[config.mk]
export PLATFORM = sky130hd
export DESIGN_NAME = register_file
export DESIGN_NICKNAME = d
export VERILOG_FILES = /design/src/rtl/core_pkg.sv /design/src/rtl/regfile_read_port.sv /design/src/rtl/register_file.sv
export SDC_FILE = /design/constraint.sdc
export NUM_CORES = 2
export LEC_CHECK = 0
export BUFFER_PORTS_ARGS = -buffer_cell sky130_fd_sc_hd__buf_2
export CAP_MARGIN = 20
export CORE_ASPECT_RATIO = 0.9
export CORE_MARGIN = 2
export CORE_UTILIZATION = 50
export CTS_CLUSTER_SIZE = 8
export DETAILED_ROUTE_END_ITERATION = 7
export GPL_TIMING_DRIVEN = 0
export PLACE_DENSITY_LB_ADDON = 0.08
export SLEW_MARGIN = 20
export SYNTH_ARGS = -nofsm -noshare
export SYNTH_HDL_FRONTEND = slang
export SYNTH_SLANG_ARGS = --single-unit
[constraint.sdc]
create_clock -name clk -period 4.47 [get_ports clk]
set_clock_uncertainty 0.05 [all_clocks]
set_input_delay 0.6705 -clock clk [delete_from_list [all_inputs] [get_ports clk]]
set_output_delay 0.6705 -clock clk [all_outputs]
set_load 0.005 [all_outputs]
[src/rtl/core_pkg.sv]
// Shared core definitions: datapath width, register-index width, well-known
// register numbers and the ALU operation encoding used downstream of the register file.
package core_pkg;

   localparam int XLEN       = 32;
   localparam int REG_ADDR_W = 5;

   localparam int REG_ZERO = 0;
   localparam int REG_SP   = 2;

   typedef enum logic [3:0] {
      ALU_ADD  = 4'd0,
      ALU_SUB  = 4'd1,
      ALU_AND  = 4'd2,
      ALU_OR   = 4'd3,
      ALU_XOR  = 4'd4,
      ALU_SLL  = 4'd5,
      ALU_SRL  = 4'd6,
      ALU_SRA  = 4'd7,
      ALU_SLT  = 4'd8,
      ALU_SLTU = 4'd9
   } alu_op_e;

endpackage

[src/rtl/regfile_read_port.sv]
// One combinational register-file read port: x0 / out-of-range masking plus an
// optional write-through mux that forwards the in-flight writeback value.
module regfile_read_port #(
   parameter int XLEN   = core_pkg::XLEN,
   parameter int NREGS  = 32,
   parameter int ADDR_W = core_pkg::REG_ADDR_W,
   parameter int BYPASS = 0
) (
   input  logic [ADDR_W-1:0] addr_i,
   input  logic [XLEN-1:0]   regs_i [NREGS],
   input  logic              fwd_en_i,
   input  logic [ADDR_W-1:0] fwd_addr_i,
   input  logic [XLEN-1:0]   fwd_data_i,
   output logic [XLEN-1:0]   data_o
);
   import core_pkg::*;

   localparam logic [ADDR_W:0] NREGS_W = NREGS[ADDR_W:0];

   logic addr_live;

   assign addr_live = (addr_i != ADDR_W'(REG_ZERO)) && ({1'b0, addr_i} < NREGS_W);

   always_comb begin
      data_o = '0;
      if (addr_live) begin
         // fwd_en_i already excludes reset, so a write that reset will drop is never forwarded
         if ((BYPASS != 0) && fwd_en_i && (fwd_addr_i == addr_i)) begin
            data_o = fwd_data_i;
         end else begin
            data_o = regs_i[addr_i];
         end
      end
   end

endmodule

[src/rtl/register_file.sv]
// Integer register file x0..x31: two operand read ports, one debug read port,
// one synchronous writeback port and a committed-write counter.
module register_file #(
   parameter int          XLEN    = core_pkg::XLEN,
   parameter int          NREGS   = 32,
   parameter int          ADDR_W  = core_pkg::REG_ADDR_W,
   parameter int          BYPASS  = 0,
   parameter logic [31:0] SP_INIT = 32'h0000_0000
) (
   input  logic              clk,
   input  logic              rst,
   input  logic [ADDR_W-1:0] rs1_addr,
   input  logic [ADDR_W-1:0] rs2_addr,
   output logic [XLEN-1:0]   rs1_data,
   output logic [XLEN-1:0]   rs2_data,
   input  logic              reg_write,
   input  logic [ADDR_W-1:0] rd_addr,
   input  logic [XLEN-1:0]   rd_wdata,
   input  logic [ADDR_W-1:0] dbg_addr,
   output logic [XLEN-1:0]   dbg_data,
   output logic [31:0]       wr_count
);
   import core_pkg::*;

   localparam logic [ADDR_W:0] NREGS_W = NREGS[ADDR_W:0];

   logic [XLEN-1:0] regs_q    [1:NREGS-1];
   logic [XLEN-1:0] regs_view [NREGS];
   logic [31:0]     wr_count_q;
   logic [31:0]     wr_count_d;
   logic            fwd_en;
   logic            wr_ok;

   // Writes to x0 or to indices past the array are dropped before they can touch state
   assign fwd_en = reg_write && !rst;
   assign wr_ok  = fwd_en && (rd_addr != ADDR_W'(REG_ZERO)) && ({1'b0, rd_addr} < NREGS_W);

   always_comb begin
      regs_view[0] = '0;
      for (int i = 1; i < NREGS; i++) begin
         regs_view[i] = regs_q[i];
      end
   end

   always_comb begin
      wr_count_d = wr_count_q;
      if (wr_ok) begin
         wr_count_d = wr_count_q + 32'd1;
      end
   end

   always_ff @(posedge clk) begin
      if (rst) begin
         for (int i = 1; i < NREGS; i++) begin
            regs_q[i] <= (i == REG_SP) ? XLEN'(SP_INIT) : '0;
         end
         wr_count_q <= '0;
      end else begin
         if (wr_ok) begin
            regs_q[rd_addr] <= rd_wdata;
         end
         wr_count_q <= wr_count_d;
      end
   end

   regfile_read_port #(
      .XLEN(XLEN), .NREGS(NREGS), .ADDR_W(ADDR_W), .BYPASS(BYPASS)
   ) u_rs1 (
      .addr_i     (rs1_addr),
      .regs_i     (regs_view),
      .fwd_en_i   (fwd_en),
      .fwd_addr_i (rd_addr),
      .fwd_data_i (rd_wdata),
      .data_o     (rs1_data)
   );

   regfile_read_port #(
      .XLEN(XLEN), .NREGS(NREGS), .ADDR_W(ADDR_W), .BYPASS(BYPASS)
   ) u_rs2 (
      .addr_i     (rs2_addr),
      .regs_i     (regs_view),
      .fwd_en_i   (fwd_en),
      .fwd_addr_i (rd_addr),
      .fwd_data_i (rd_wdata),
      .data_o     (rs2_data)
   );

   // Debug/trace port always shows committed state, never the in-flight write
   regfile_read_port #(
      .XLEN(XLEN), .NREGS(NREGS), .ADDR_W(ADDR_W), .BYPASS(0)
   ) u_dbg (
      .addr_i     (dbg_addr),
      .regs_i     (regs_view),
      .fwd_en_i   (fwd_en),
      .fwd_addr_i (rd_addr),
      .fwd_data_i (rd_wdata),
      .data_o     (dbg_data)
   );

   assign wr_count = wr_count_q;

endmodule

Word level (Yosys, flattened, before mapping)
Memories as Yosys holds them, arrays and structs flattened.
Cells that the tools add are included.
{"block": "word_totals", "ff_bits": 32, "latch_bits": 0, "ramBits": 992, "rom_bits": 0, "wordCells": 37, "memories": 1}
{"block": "classes", "add_sub_neg": 1, "n_mul": 0, "n_div": 0, "magnitude_cmp": 3, "n_eq_ne": 0, "n_shift": 0, "muxes": 20, "bitwise_logic": 3, "n_reduce_logical": 8}
{"memory": "regs_q", "depth": 31, "word_bits": 32, "rd": 31, "rd_clocked_by_memory_dff": 0, "wr": 31, "line_no": "register_file.sv:27", "rtl": "logic [XLEN-1:0] regs_q [1:NREGS-1];"}
{"op": "binary-select mux 32 bit (select 5 bit)", "count": 3}
{"op": "2-to-1 mux 32 bit", "count": 10}
{"op": "adder 32 x 1 -> 32 bit (second input constant)", "count": 1}
{"op": "OR reduction 32 bit", "count": 1}
{"op": "nonzero test 5 bit", "count": 4}
{"op": "greater-or-equal comparator 6 bit (second input constant)", "count": 3}
{"op": "NOT 5 -> 6 bit", "count": 3}
{"op": "2-to-1 mux 1 bit", "count": 6}
{"op": "2-to-1 mux 5 bit", "count": 1}
{"op": "logical AND 1 bit", "count": 2}
{"op": "logical NOT 1 bit", "count": 1}

Longest topological paths before layout
{"block": "depth", "word_depth": 8, "ltp_mapped": 9, "depth_no_buf": 5}

Hierarchy
From an unflattened synthesis, not the netlist that was laid out.
{"block": "unflattened", "hier_cells": 4446, "hier_area_um2": 64021.4}
{"mod": "register_file", "n_inst": 1, "cells_each": 2454, "area_per_inst_um2": 38917.3, "seq_area_each_um2": 30429.2}
{"mod": "regfile_read_port", "n_inst": 3, "cells_each": 664, "area_per_inst_um2": 8368.0, "seq_area_each_um2": 0.0}

Least setup slack after synthesis
Ideal clock, no wire load.
{"block": "synth_path", "kind": "input -> output", "start": "input port rs2_addr[0]", "end": "output port rs2_data[23]", "arrival_time_ps": 2208, "required_ps": 3750, "path_slack_ps": 1542, "stages": 7, "n_path_buf": 3, "cell_sequence": "buf_2 buf_2 buf_2 mux4_2 a22o_1 o21ai_0 o21ai_1"}
{"block": "synth_via", "elab_chain_cells": 5}
{"item": "from (decl)", "line_no": "register_file.sv:13", "rtl": "input logic [ADDR_W-1:0] rs2_addr,"}
{"item": "NOT 5 -> 6 bit (implied by the code)", "line_no": "regfile_read_port.sv:31", "rtl": "data_o = regs_i[addr_i];"}
{"item": "binary-select mux 32 bit (select 5 bit)", "line_no": "regfile_read_port.sv:31"}
{"item": "2-to-1 mux 32 bit (implied by the code) (2 in series)", "line_no": "regfile_read_port.sv:31"}
{"item": "2-to-1 mux 32 bit *", "line_no": "regfile_read_port.sv:26", "rtl": "if (addr_live) begin"}
{"item": "to (decl)", "line_no": "register_file.sv:15", "rtl": "output logic [XLEN-1:0] rs2_data,"}
Every way passes the cells marked *; elsewhere a longest branch is shown, timed or not. The select of a mux whose other input is x is not followed.

Final worst setup path
{"block": "layout_path", "start": "input port rs2_addr[1]", "end": "output port rs2_data[16]"}
The elaborated chain is that of the path after synthesis.

==> flow_summary.ini <==
[cells_and_area]
final_cell_mix = and2_1, edfxtp_1, mux4_2
layout-drive-gt1-share_pct = 25.8
fillerInstances = 10400
synthToLayoutAreaGrowth_pct = 11.3
final_cells = 6570
finish.net_count = 4957
final_core_utilization_pct = 55.9
mostFrequentLayoutCell = and2_1

[synthesis]
syn_area_sq_um = 62500
synth_largest_type_area_fraction_pct = 47.6
syn_area_per_cell_sq_um = 13.6
synth.yosys.warnings = 0
synthesis.instances = 4584
ys_seq_elements = 1024
synthDominantAreaCellType = edfxtp_1
syn-num-nets = 4640
synth_enable_flop_cells = 992
synth.lib_cells_used.distinct = 44
synth_ff_type = edfxtp_1
async_flop_share_pct = 0
ys_seq_area_share_pct = 48.7
top_post_synthesis_cells_by_area = edfxtp_1, mux4_2, and2_1

[global_route]
grt_antenna_before_repair = 14
grt_max_degree = 33
groute.layer.met3.usage_pct = 11.1
grt_first_pass_wirelength_um = 334000
gr-usage-met1_pct = 51.8
grt_util_met2_pct = 55.8
globalRouteOverflowTotal = 0
grt_busiest_layer = met2
grt_pass1_vias = 44500
gr-usage-all-layers_pct = 37.7

[critical_path]
critPathMostFrequentCell = buf_2
crit_slowest_cell = o21ai_1
slowest_delay_ns = 0.68
timing.critical_path.arrival_ns = 3.98
critical_path_peak_fanout = 10
worstReg2RegStart = wr_count[2]
rrSetupSlack_ns = 2.17
timing.critical_path.from_type = input port
crit_type = in2out
timing.critical_path.from = rs2_addr[1]
worstRegToRegCells = 6
timing.rr.end = wr_count[27]
worst_ep_required_time_ns = 3.75
crit_end = rs2_data[16]
end_kind = output port
timing.critical_path.cells = buf_2 -> buf_2 -> buf_4 -> nand2_1 -> clkbuf_1 -> o221ai_1 -> nand2_1 -> o21ai_1 -> buf_2

[floorplanning]
area_of_the_die_sq_um = 128000
floorplan.die.height_um = 339
die_w_um = 377
core_area_sq_um = 125000
std_cell_rows = 123
initial_utilization_pct = 50.2
floorplan.io_pins = 183

[timing]
layout_setup_ws_ns = -0.232
relSlewSlack_pct = 18.5
timing_hold_violations_final = 0
timing_max_transition_violations_final = 0
rsz0062_at_grt = no
final_min_period_over_clock_period_pct = 105
max_slew.worst_pin.slew_ns = 1.22
timing.fmax_ghz = 0.213
final.min_clock_period_ns = 4.70
setup_violations = 23

[place]
post-place-cells = 6376
gp_congestion = 1.02
hpwl_um = 182000
port-buffer-count = 167

[detailed_routing]
via_count = 45200
average_wire_per_cell_in_the_routed_design_um = 36.9
post_drt_via_cell_ratio = 6.88
first_iter_violations = 6411
postRouteWirelength_um = 242000
drtPass1Iterations = 6
antenna_violating_nets_post_route = 0
post-route-drc-count = 0

[status]
failed_checks = setup timing
run_status = finished with violations

[clock_tree]
cts_buffers = 147
root_buffer = clkbuf_16
holdBufCountCts = 0
cts_htree_levels = 4
tritoncts = done
post_cts.repair.setup_buffers = 0
clk_transition_reported_paths_ns = 0.05
clock_latency_ns = 0.77
cts.path.max_buffers = 3
cts.sinks = 1024

[pwr]
leakage_nw = 24.6
power-per-cell-area_nw_per_um2 = 371
finalPower_mw = 25.8
power.ir.vdd_worst_uv = 331

[min_path]
whs_path_depth = 2
hp-class = in2reg

[flow_run]
maxCapViolations = 0
[sequential cells by signal, summed over array words and instances, names as in the netlist]
signal,count
regs_q,992
wr_count,32
[worst min path at each step]
stage | startpoint | slack (ns) | end
floorplan | wr_count[31] | 0.42 | wr_count[31]
global placement | wr_count[31] | 0.43 | wr_count[31]
detailed placement | wr_count[31] | 0.43 | wr_count[31]
CTS | rd_wdata[16] | 0.13 | regs_q[3][16]
global route | rd_wdata[16] | 0.17 | regs_q[3][16]
finish | rd_wdata[16] | 0.17 | regs_q[3][16]
[critical path: cells and delay by family]
family / cells / cell delay (ns)
simple gates: 2 / 0.54
compound gates: 2 / 0.99
buf+inv: 5 / 1.75
[layer usage]
layer | share of wire, % | routed length [um]
met5 | 0.075 | 182
met3 | 11 | 27800
met2 | 44 | 107000
met4 | 5.0 | 12000
met1 | 39 | 95100
[kinds of logic (layout without fill, tap and decap cells)]
family	Yosys count	count (layout)	synth area share, %
compound gates	687	687	7.65
flops	1024	1024	48.7
xor+xnor	25	25	0.350
fa+ha+maj	1	1	0.0200
other cells	0	8	0
mux	961	961	27.2
buf+inv	519	872	3.47
simple gates	1367	1367	12.6
[Yosys cell counts (5+ instances only)]
cell type    n
a21oi_1     70
a22o_1     192
a22oi_1     95
and2_1     998
buf_1       30
buf_2      112
buf_6        9
clkbuf_1   361
dfxtp_1     32
edfxtp_1   992
mux2_2     160
mux2i_1    225
mux4_2     576
nand2_1    174
nand3_1     11
nand3b_1     5
nand4_1     14
nor2_1      98
nor2b_1     12
o21ai_0     54
o21ai_1    144
o221ai_1    64
o22ai_1     32
o31ai_1     32
or2_2       31
or3_1        7
xnor2_1      5
xor2_1      20
[metrics by stage]
step / TNS [ns] / setup slack [ns] / cell area (sq um) / hold slack, ns
3_5_place_dp: -5.69 / -0.290 / 65400 / 0.432
5_1_grt: 0 / 0.00334 / 69600 / 0.172
2_1_floorplan: 0 / 1.54 / 62500 / 0.424
3_3_place_gp: -7.35 / -0.278 / 65400 / 0.426
4_1_cts: 0 / 0.00527 / 69500 / 0.132
6_report: -1.50 / -0.232 / 69600 / 0.172
[power breakdown]
part / switching [mW] / internal (mW) / leakage [nW] / total, mW
Combinational: 2.47 / 1.61 / 12.9 / 4.07
Sequential: 0.369 / 11.1 / 9.69 / 11.4
Clock: 4.27 / 6.06 / 1.96 / 10.3
Total: 7.10 / 18.7 / 24.6 / 25.8
[repair_timing]
| item | 4_1_cts | 5_1_grt |
|---|---|---|
| gates resized for setup | 25 | 38 |
| setup endpoints to repair | 55 | 35 |
| pin swaps | 0 | 0 |
[cell type report]
cell class                 instances  area [sq um]  area share (%)
sequential                      1024         30400            43.7
multi-input combinational       3041         30000            43.1
clock buffer                     173          3860            5.55
buffer                           516          2250            3.23
tap                             1625          2030            2.92
timing repair buffer             168           856            1.23
clock inverter                    12           163           0.234
antenna                            8          20.0          0.0288
inverter                           3          11.3          0.0162
Power figures use the tool's default switching activity.
